$ cat config.mk
export PLATFORM = sky130hd
export DESIGN_NAME = expmod_scheduler
export DESIGN_NICKNAME = d
export VERILOG_FILES = /design/src/rtl/expmod_scheduler.sv
export SDC_FILE = /design/constraint.sdc
export NUM_CORES = 1
export LEC_CHECK = 0
export BUFFER_PORTS_ARGS = -buffer_cell sky130_fd_sc_hd__buf_2
export CORE_AREA = 2 2 192 194
export DETAILED_ROUTE_END_ITERATION = 16
export DIE_AREA = 0 0 194 196
export PLACE_DENSITY = 0.57
export SLEW_MARGIN = 20
export SYNTH_ARGS = -nofsm -noshare
export SYNTH_HDL_FRONTEND = slang
export SYNTH_SLANG_ARGS = --single-unit
$ cat constraint.sdc
create_clock -name clk_in -period 3.6 [get_ports clk_in]
set_input_delay 0.18 -clock clk_in [delete_from_list [all_inputs] [get_ports clk_in]]
set_output_delay 0.18 -clock clk_in [all_outputs]
set_load 0.01 [all_outputs]
$ cat src/rtl/expmod_scheduler.sv
// expmod_scheduler: round-robin front end that shares one exponent_modulus engine
// between NUM_REQ requesters.
//
// Flow: the scheduler accepts one job from the round-robin winner and latches its
// operands. It issues a one-cycle start to the engine, waits for the engine result,
// then holds that result for the winner until the winner accepts it. A modulus of
// 0 or 1 is answered directly, without starting the engine.
//
// Optional feature: EXPMOD_SCHED_TIMEOUT_EN adds a 16-bit watchdog in WAIT. When
// the watchdog expires, the job is answered with err=1 and data=0.
//
// Ports:
//   clk_in, rst_n_in        clock, async active-low reset
//   req_valid_in/ready_out  per-requester job handshake (ready is one-hot or zero)
//   req_value/exp/mod_in    packed per-requester operands, slot i at [i*W +: W]
//   eng_start_out           one-cycle start to the engine
//   eng_value/exp/mod_out   latched operands of the accepted job
//   eng_busy_in             engine busy; start is held off while high
//   eng_valid_in            one-cycle engine result strobe
//   eng_result_in           engine result
//   rsp_valid_out           one-hot result valid for the granted requester
//   rsp_ready_in            per-requester result accept
//   rsp_data_out            result shared by all requesters
//   rsp_err_out             1 = rsp_data_out carries no valid result
//   busy_out                high whenever a job is in flight
module expmod_scheduler #(
  parameter int unsigned NUM_REQ        = 4,
  parameter int unsigned KEY_WIDTH      = 32,
  parameter int unsigned MSG_WIDTH      = 16,
  parameter int unsigned TIMEOUT_CYCLES = 4096
) (
  input  logic                           clk_in,
  input  logic                           rst_n_in,
  input  logic [NUM_REQ-1:0]             req_valid_in,
  output logic [NUM_REQ-1:0]             req_ready_out,
  input  logic [NUM_REQ*MSG_WIDTH-1:0]   req_value_in,
  input  logic [NUM_REQ*KEY_WIDTH-1:0]   req_exp_in,
  input  logic [NUM_REQ*KEY_WIDTH-1:0]   req_mod_in,
  output logic                           eng_start_out,
  output logic [MSG_WIDTH-1:0]           eng_value_out,
  output logic [KEY_WIDTH-1:0]           eng_exp_out,
  output logic [KEY_WIDTH-1:0]           eng_mod_out,
  input  logic                           eng_busy_in,
  input  logic                           eng_valid_in,
  input  logic [KEY_WIDTH-1:0]           eng_result_in,
  output logic [NUM_REQ-1:0]             rsp_valid_out,
  input  logic [NUM_REQ-1:0]             rsp_ready_in,
  output logic [KEY_WIDTH-1:0]           rsp_data_out,
  output logic                           rsp_err_out,
  output logic                           busy_out
);

  localparam int unsigned IDX_W = (NUM_REQ > 1) ? $clog2(NUM_REQ) : 1;

  localparam logic [1:0] ST_IDLE  = 2'd0;
  localparam logic [1:0] ST_ISSUE = 2'd1;
  localparam logic [1:0] ST_WAIT  = 2'd2;
  localparam logic [1:0] ST_RESP  = 2'd3;

  // Reject configurations the index and watchdog widths cannot represent.
  if (NUM_REQ < 2 || NUM_REQ > 8 || TIMEOUT_CYCLES < 1 || TIMEOUT_CYCLES > 65536) begin : g_bad_param
    $error("expmod_scheduler: parameter out of range");
  end

  logic [1:0]           state_q, state_d;
  // Index of the current or most recent grant. It doubles as the round-robin
  // pointer: a job leaves RESP only through its handshake or through reset, so at
  // arbitration time this register always holds the last served requester.
  logic [IDX_W-1:0]     grant_q, grant_d;
  logic [MSG_WIDTH-1:0] value_q, value_d;
  logic [KEY_WIDTH-1:0] exp_q, exp_d;
  logic [KEY_WIDTH-1:0] mod_q, mod_d;
  logic [KEY_WIDTH-1:0] data_q, data_d;
  logic                 err_q, err_d;
`ifdef EXPMOD_SCHED_TIMEOUT_EN
  logic [15:0]          wdog_q, wdog_d;
`endif

  logic                 any_req_c;
  logic [IDX_W-1:0]     pick_c;
  logic [IDX_W-1:0]     scan_c;
  logic [KEY_WIDTH-1:0] sel_mod_c;

  // Round-robin pick: scan offsets from largest to 1, so the smallest offset
  // after the pointer is written last and wins.
  always_comb begin
    any_req_c = 1'b0;
    pick_c    = '0;
    scan_c    = '0;
    for (int unsigned k = NUM_REQ; k >= 1; k--) begin
      scan_c = IDX_W'((32'(grant_q) + k) % NUM_REQ);
      if (req_valid_in[scan_c]) begin
        any_req_c = 1'b1;
        pick_c    = scan_c;
      end
    end
    sel_mod_c = req_mod_in[32'(pick_c)*KEY_WIDTH +: KEY_WIDTH];
  end

  // Next-state and combinational handshake outputs.
  always_comb begin
    state_d       = state_q;
    grant_d       = grant_q;
    value_d       = value_q;
    exp_d         = exp_q;
    mod_d         = mod_q;
    data_d        = data_q;
    err_d         = err_q;
    req_ready_out = '0;
    eng_start_out = 1'b0;
`ifdef EXPMOD_SCHED_TIMEOUT_EN
    wdog_d        = wdog_q;
`endif
    case (state_q)
      ST_IDLE: begin
        if (any_req_c) begin
          req_ready_out[pick_c] = 1'b1;
          grant_d = pick_c;
          value_d = req_value_in[32'(pick_c)*MSG_WIDTH +: MSG_WIDTH];
          exp_d   = req_exp_in[32'(pick_c)*KEY_WIDTH +: KEY_WIDTH];
          mod_d   = sel_mod_c;
          // Moduli 0 and 1 have trivial answers, so the engine is skipped.
          if (sel_mod_c == '0) begin
            data_d  = '0;
            err_d   = 1'b1;
            state_d = ST_RESP;
          end else if (sel_mod_c == KEY_WIDTH'(1)) begin
            data_d  = '0;
            err_d   = 1'b0;
            state_d = ST_RESP;
          end else begin
            state_d = ST_ISSUE;
          end
        end
      end
      ST_ISSUE: begin
        if (!eng_busy_in) begin
          eng_start_out = 1'b1;
          state_d       = ST_WAIT;
`ifdef EXPMOD_SCHED_TIMEOUT_EN
          wdog_d        = '0;
`endif
        end
      end
      ST_WAIT: begin
        // A real result takes priority over a watchdog expiry in the same cycle.
        if (eng_valid_in) begin
          data_d  = eng_result_in;
          err_d   = 1'b0;
          state_d = ST_RESP;
        end
`ifdef EXPMOD_SCHED_TIMEOUT_EN
        else if (wdog_q == 16'(TIMEOUT_CYCLES - 1)) begin
          data_d  = '0;
          err_d   = 1'b1;
          state_d = ST_RESP;
        end else begin
          wdog_d = wdog_q + 16'd1;
        end
`endif
      end
      default: begin
        if (rsp_ready_in[grant_q]) begin
          state_d = ST_IDLE;
        end
      end
    endcase
  end

  // State and datapath registers.
  always_ff @(posedge clk_in or negedge rst_n_in) begin
    if (!rst_n_in) begin
      state_q <= ST_IDLE;
      grant_q <= IDX_W'(NUM_REQ - 1);
      value_q <= '0;
      exp_q   <= '0;
      mod_q   <= '0;
      data_q  <= '0;
      err_q   <= 1'b0;
`ifdef EXPMOD_SCHED_TIMEOUT_EN
      wdog_q  <= '0;
`endif
    end else begin
      state_q <= state_d;
      grant_q <= grant_d;
      value_q <= value_d;
      exp_q   <= exp_d;
      mod_q   <= mod_d;
      data_q  <= data_d;
      err_q   <= err_d;
`ifdef EXPMOD_SCHED_TIMEOUT_EN
      wdog_q  <= wdog_d;
`endif
    end
  end

  // Response valid is a decode of registered state and grant.
  always_comb begin
    rsp_valid_out = '0;
    if (state_q == ST_RESP) begin
      rsp_valid_out[grant_q] = 1'b1;
    end
  end

  assign eng_value_out = value_q;
  assign eng_exp_out   = exp_q;
  assign eng_mod_out   = mod_q;
  assign rsp_data_out  = data_q;
  assign rsp_err_out   = err_q;
  assign busy_out      = (state_q != ST_IDLE);

endmodule

==> flow_metrics.tcl <==
set metrics [dict create \
    status "finished clean" \
    layout_min_cycle_time_ns 3.33 \
    drt-initial-drc-count 466 \
    cts_made_buffers 17 \
    via_count 9379 \
    cap_violations 0 \
    clk_latency_ns 0.43 \
    synthToLayoutAreaGrowth_pct 48.6 \
    drc 0 \
    min_period_over_period 0.925 \
    wl_mm 31.7 \
    final-max-slew-violation-count 0 \
    peakVddDrop_mv 0.669 \
    die_h_um 196 \
    grt.overflow.total 0 \
    p_leak_nw 5.69 \
    crit_required_ns 3.96 \
    nets 1935 \
    tightest_slew_ns 0.958 \
    worst_clock_skew_ns 0.00821 \
    drt.antenna.violating_nets 0 \
    hold_ws_ns 0.0501 \
    syn-instance-count 1099 \
    via_per_inst 4.59 \
    core-area_um2 36100 \
    grt_pass1_wl_mm 48.2 \
    num_rows 70 \
    timing.fmax_mhz 300 \
    syn_area_um2 7650 \
    synth-main-ff-cell "dfrtp_1" \
    ys_seq_area_frac 0.383 \
    crit_chain "inv_1, ha_1, o21bai_1, a221oi_2, a21o_4, mux2i_2, mux2i_4, a31oi_2, buf_4, a32o_1" \
    clock_path_buffers 2 \
    setup_violations 0 \
    io_buffers 486 \
    final_cell_mix "485 x buf_2, 246 x nor2_1, 239 x nand2_1" \
    cts_tree "done" \
    rsz0062_at_grt "no" \
    grt_pass1_vias 8795 \
    holdCritPathClass "input port to register" \
    cts_root_buffer "clkbuf_16" \
    initial_core_util 0.212 \
    crit_path_end_kind "register" \
    synth_edf_count 0 \
    cts_setup_buffers 0 \
    yosysWarnings 0 \
    synth_fp_nets 1472 \
    post_drt_wl_per_cell_um 15.5 \
    grt.total_usage 0.160 \
    path_clk_slew_ns 0.06 \
    fin_tns_setup_ns 0 \
    async_reset_ff_frac 1.00 \
    die_w_um 194 \
    clkSinkCount 117 \
    ys_ff_latch 117 \
    power_density_nw_per_um2 870 \
    die_area_um2 38000 \
    relSlewSlack 0.362 \
    place_congestion 0.916 \
    grt_antenna_before_repair 0 \
    synth_top_area_share 0.376 \
    synth_area_leaders "dfrtp_1 38%, nor2_1 12%, nand2_1 12%, o21ai_0 10%, nand3_1 5.3%" \
    crit_arrival_ns 3.69 \
    yosys.area.top_type "dfrtp_1" \
    final_layout_size_suffix_gt1_frac 0.345 \
    grt_max_degree 165 \
    dp_hpwl_mm 23.9 \
    h-tree-depth 4 \
    syn_area_per_cell_um2 6.96 \
    critPathMaxFanout 33 \
    synth_cell_types 39 \
    cp_slowest_cell "dfstp_2" \
    firstDrtPassIters 5 \
    crit_path_start_kind "register" \
    ios 487 \
    crit_buf_inv 2 \
    finalHoldViolations 0 \
    crit_type "register to register" \
    layout_commonest_cell "buf_2" \
    cpLargestDelayFamily "compound AO/OA/AOI/OAI gates" \
    slowest_delay_ns 0.52 \
    diodes 0 \
]
## cell type report
class | instances | area (µm²)
Inverter | 8 | 30.0
Clock inverter | 9 | 101
Fill cell | 3943 | 24700
Tap cell | 468 | 586
Sequential cell | 117 | 2930
Multi-Input combinational cell | 889 | 4350
Clock buffer | 22 | 474
Timing Repair Buffer | 529 | 2900
## timing repair
action | in CTS | in global routing
hold buffers | 31 | 0
endpoints found under the hold margin | 97 | 0
gates resized for setup | 0 | 2
endpoints found under the setup margin | 0 | 33
## Yosys cell counts (6+ instances only)
master and instances:
nor2_1 247, nand2_1 239, o21ai_0 155, dfrtp_1 115, nand3_1 81, clkbuf_1 59, a32o_1 32, or3_1 31
nor4_1 29, buf_2 14, ha_1 9, nor3_1 9, inv_1 8, nand4_1 8, a21oi_1 7, buf_1 7
o21ai_1 7, buf_6 6
## cell families after synthesis
kind of cell | after synthesis | synth area share
AND/OR/NAND/NOR | 656 | 0.363
adder cells (fa/ha/maj) | 9 | 0.0147
buffers and inverters | 94 | 0.0543
AO/OA/AOI/OAI | 214 | 0.169
multiplexers | 9 | 0.0159
flip-flops | 117 | 0.383
## registers in the layout, summed over array words and instances, names as in the netlist
signal         cells
eng_exp_out       32
eng_mod_out       32
eng_value_out     16
grant_q            2
rsp_data_out      32
rsp_err_out        1
state_q            2
## path summary, 6_finish.rpt
| kind | endpoint | slack, ns | cells past startpoint | from |
|---|---|---|---|---|
| setup / recovery | rsp_data_out[14] | 0.27 | 10 | grant_q[1] |
| hold / removal | rsp_data_out[0] | 0.05 | 2 | eng_result_in[0] |
| setup reg to reg | rsp_data_out[14] | 0.27 | 10 | grant_q[1] |
| hold reg to reg | eng_exp_out[10] | 0.47 | 2 | eng_exp_out[10] |
| max in group asynchronous | eng_mod_out[9] | 2.39 | 3 | rst_n_in |
| min in group asynchronous | rsp_data_out[8] | 0.42 | 2 | rst_n_in |
## through the flow
stage / util / worst slack, ns / instances / cell area, µm² / total power [mW]
final: 0.315 / 0.270 / 2042 / 11400 / 9.89
after global routing: 0.315 / 0.0388 / 2042 / 11400 / 10.9
after CTS: 0.315 / 0.188 / 2041 / 11400 / 10.0
after detailed placement: 0.290 / 0.204 / 1979 / 10500 / 8.26
after global placement: 0.290 / 0.259 / 1979 / 10500 / 8.15
after floorplan: - / 0.607 / 1099 / 7650 / 6.20
## worst register-to-register path: stages (launching register included)
cell,delay [ns]
dfstp_2,0.52
inv_1,0.08
ha_1,0.36
o21bai_1,0.20
a221oi_2,0.36
a21o_4,0.22
mux2i_2,0.43
mux2i_4,0.29
a31oi_2,0.24
buf_4,0.36
a32o_1,0.20
## layer usage
| layer | wire, µm | GRT usage | part of all wire | vias up |
|---|---|---|---|---|
| li1 | - | - | - | 4655 |
| met1 | 13700 | 0.203 | 0.43 | 4284 |
| met2 | 15200 | 0.265 | 0.48 | 410 |
| met3 | 2270 | 0.0399 | 0.072 | 30 |
| met4 | 586 | 0.0567 | 0.018 | 0 |
| met5 | 0 | 0 | 0 | - |
## where the power goes
| group | leakage (nW) | internal (mW) | switching (mW) |
|---|---|---|---|
| clock network | 0.286 | 1.06 | 0.627 |
| logic | 3.97 | 2.12 | 3.71 |
| registers | 1.43 | 2.00 | 0.375 |
| total | 5.69 | 5.18 | 4.72 |
Note: power is estimated with default switching activity, not from simulation.
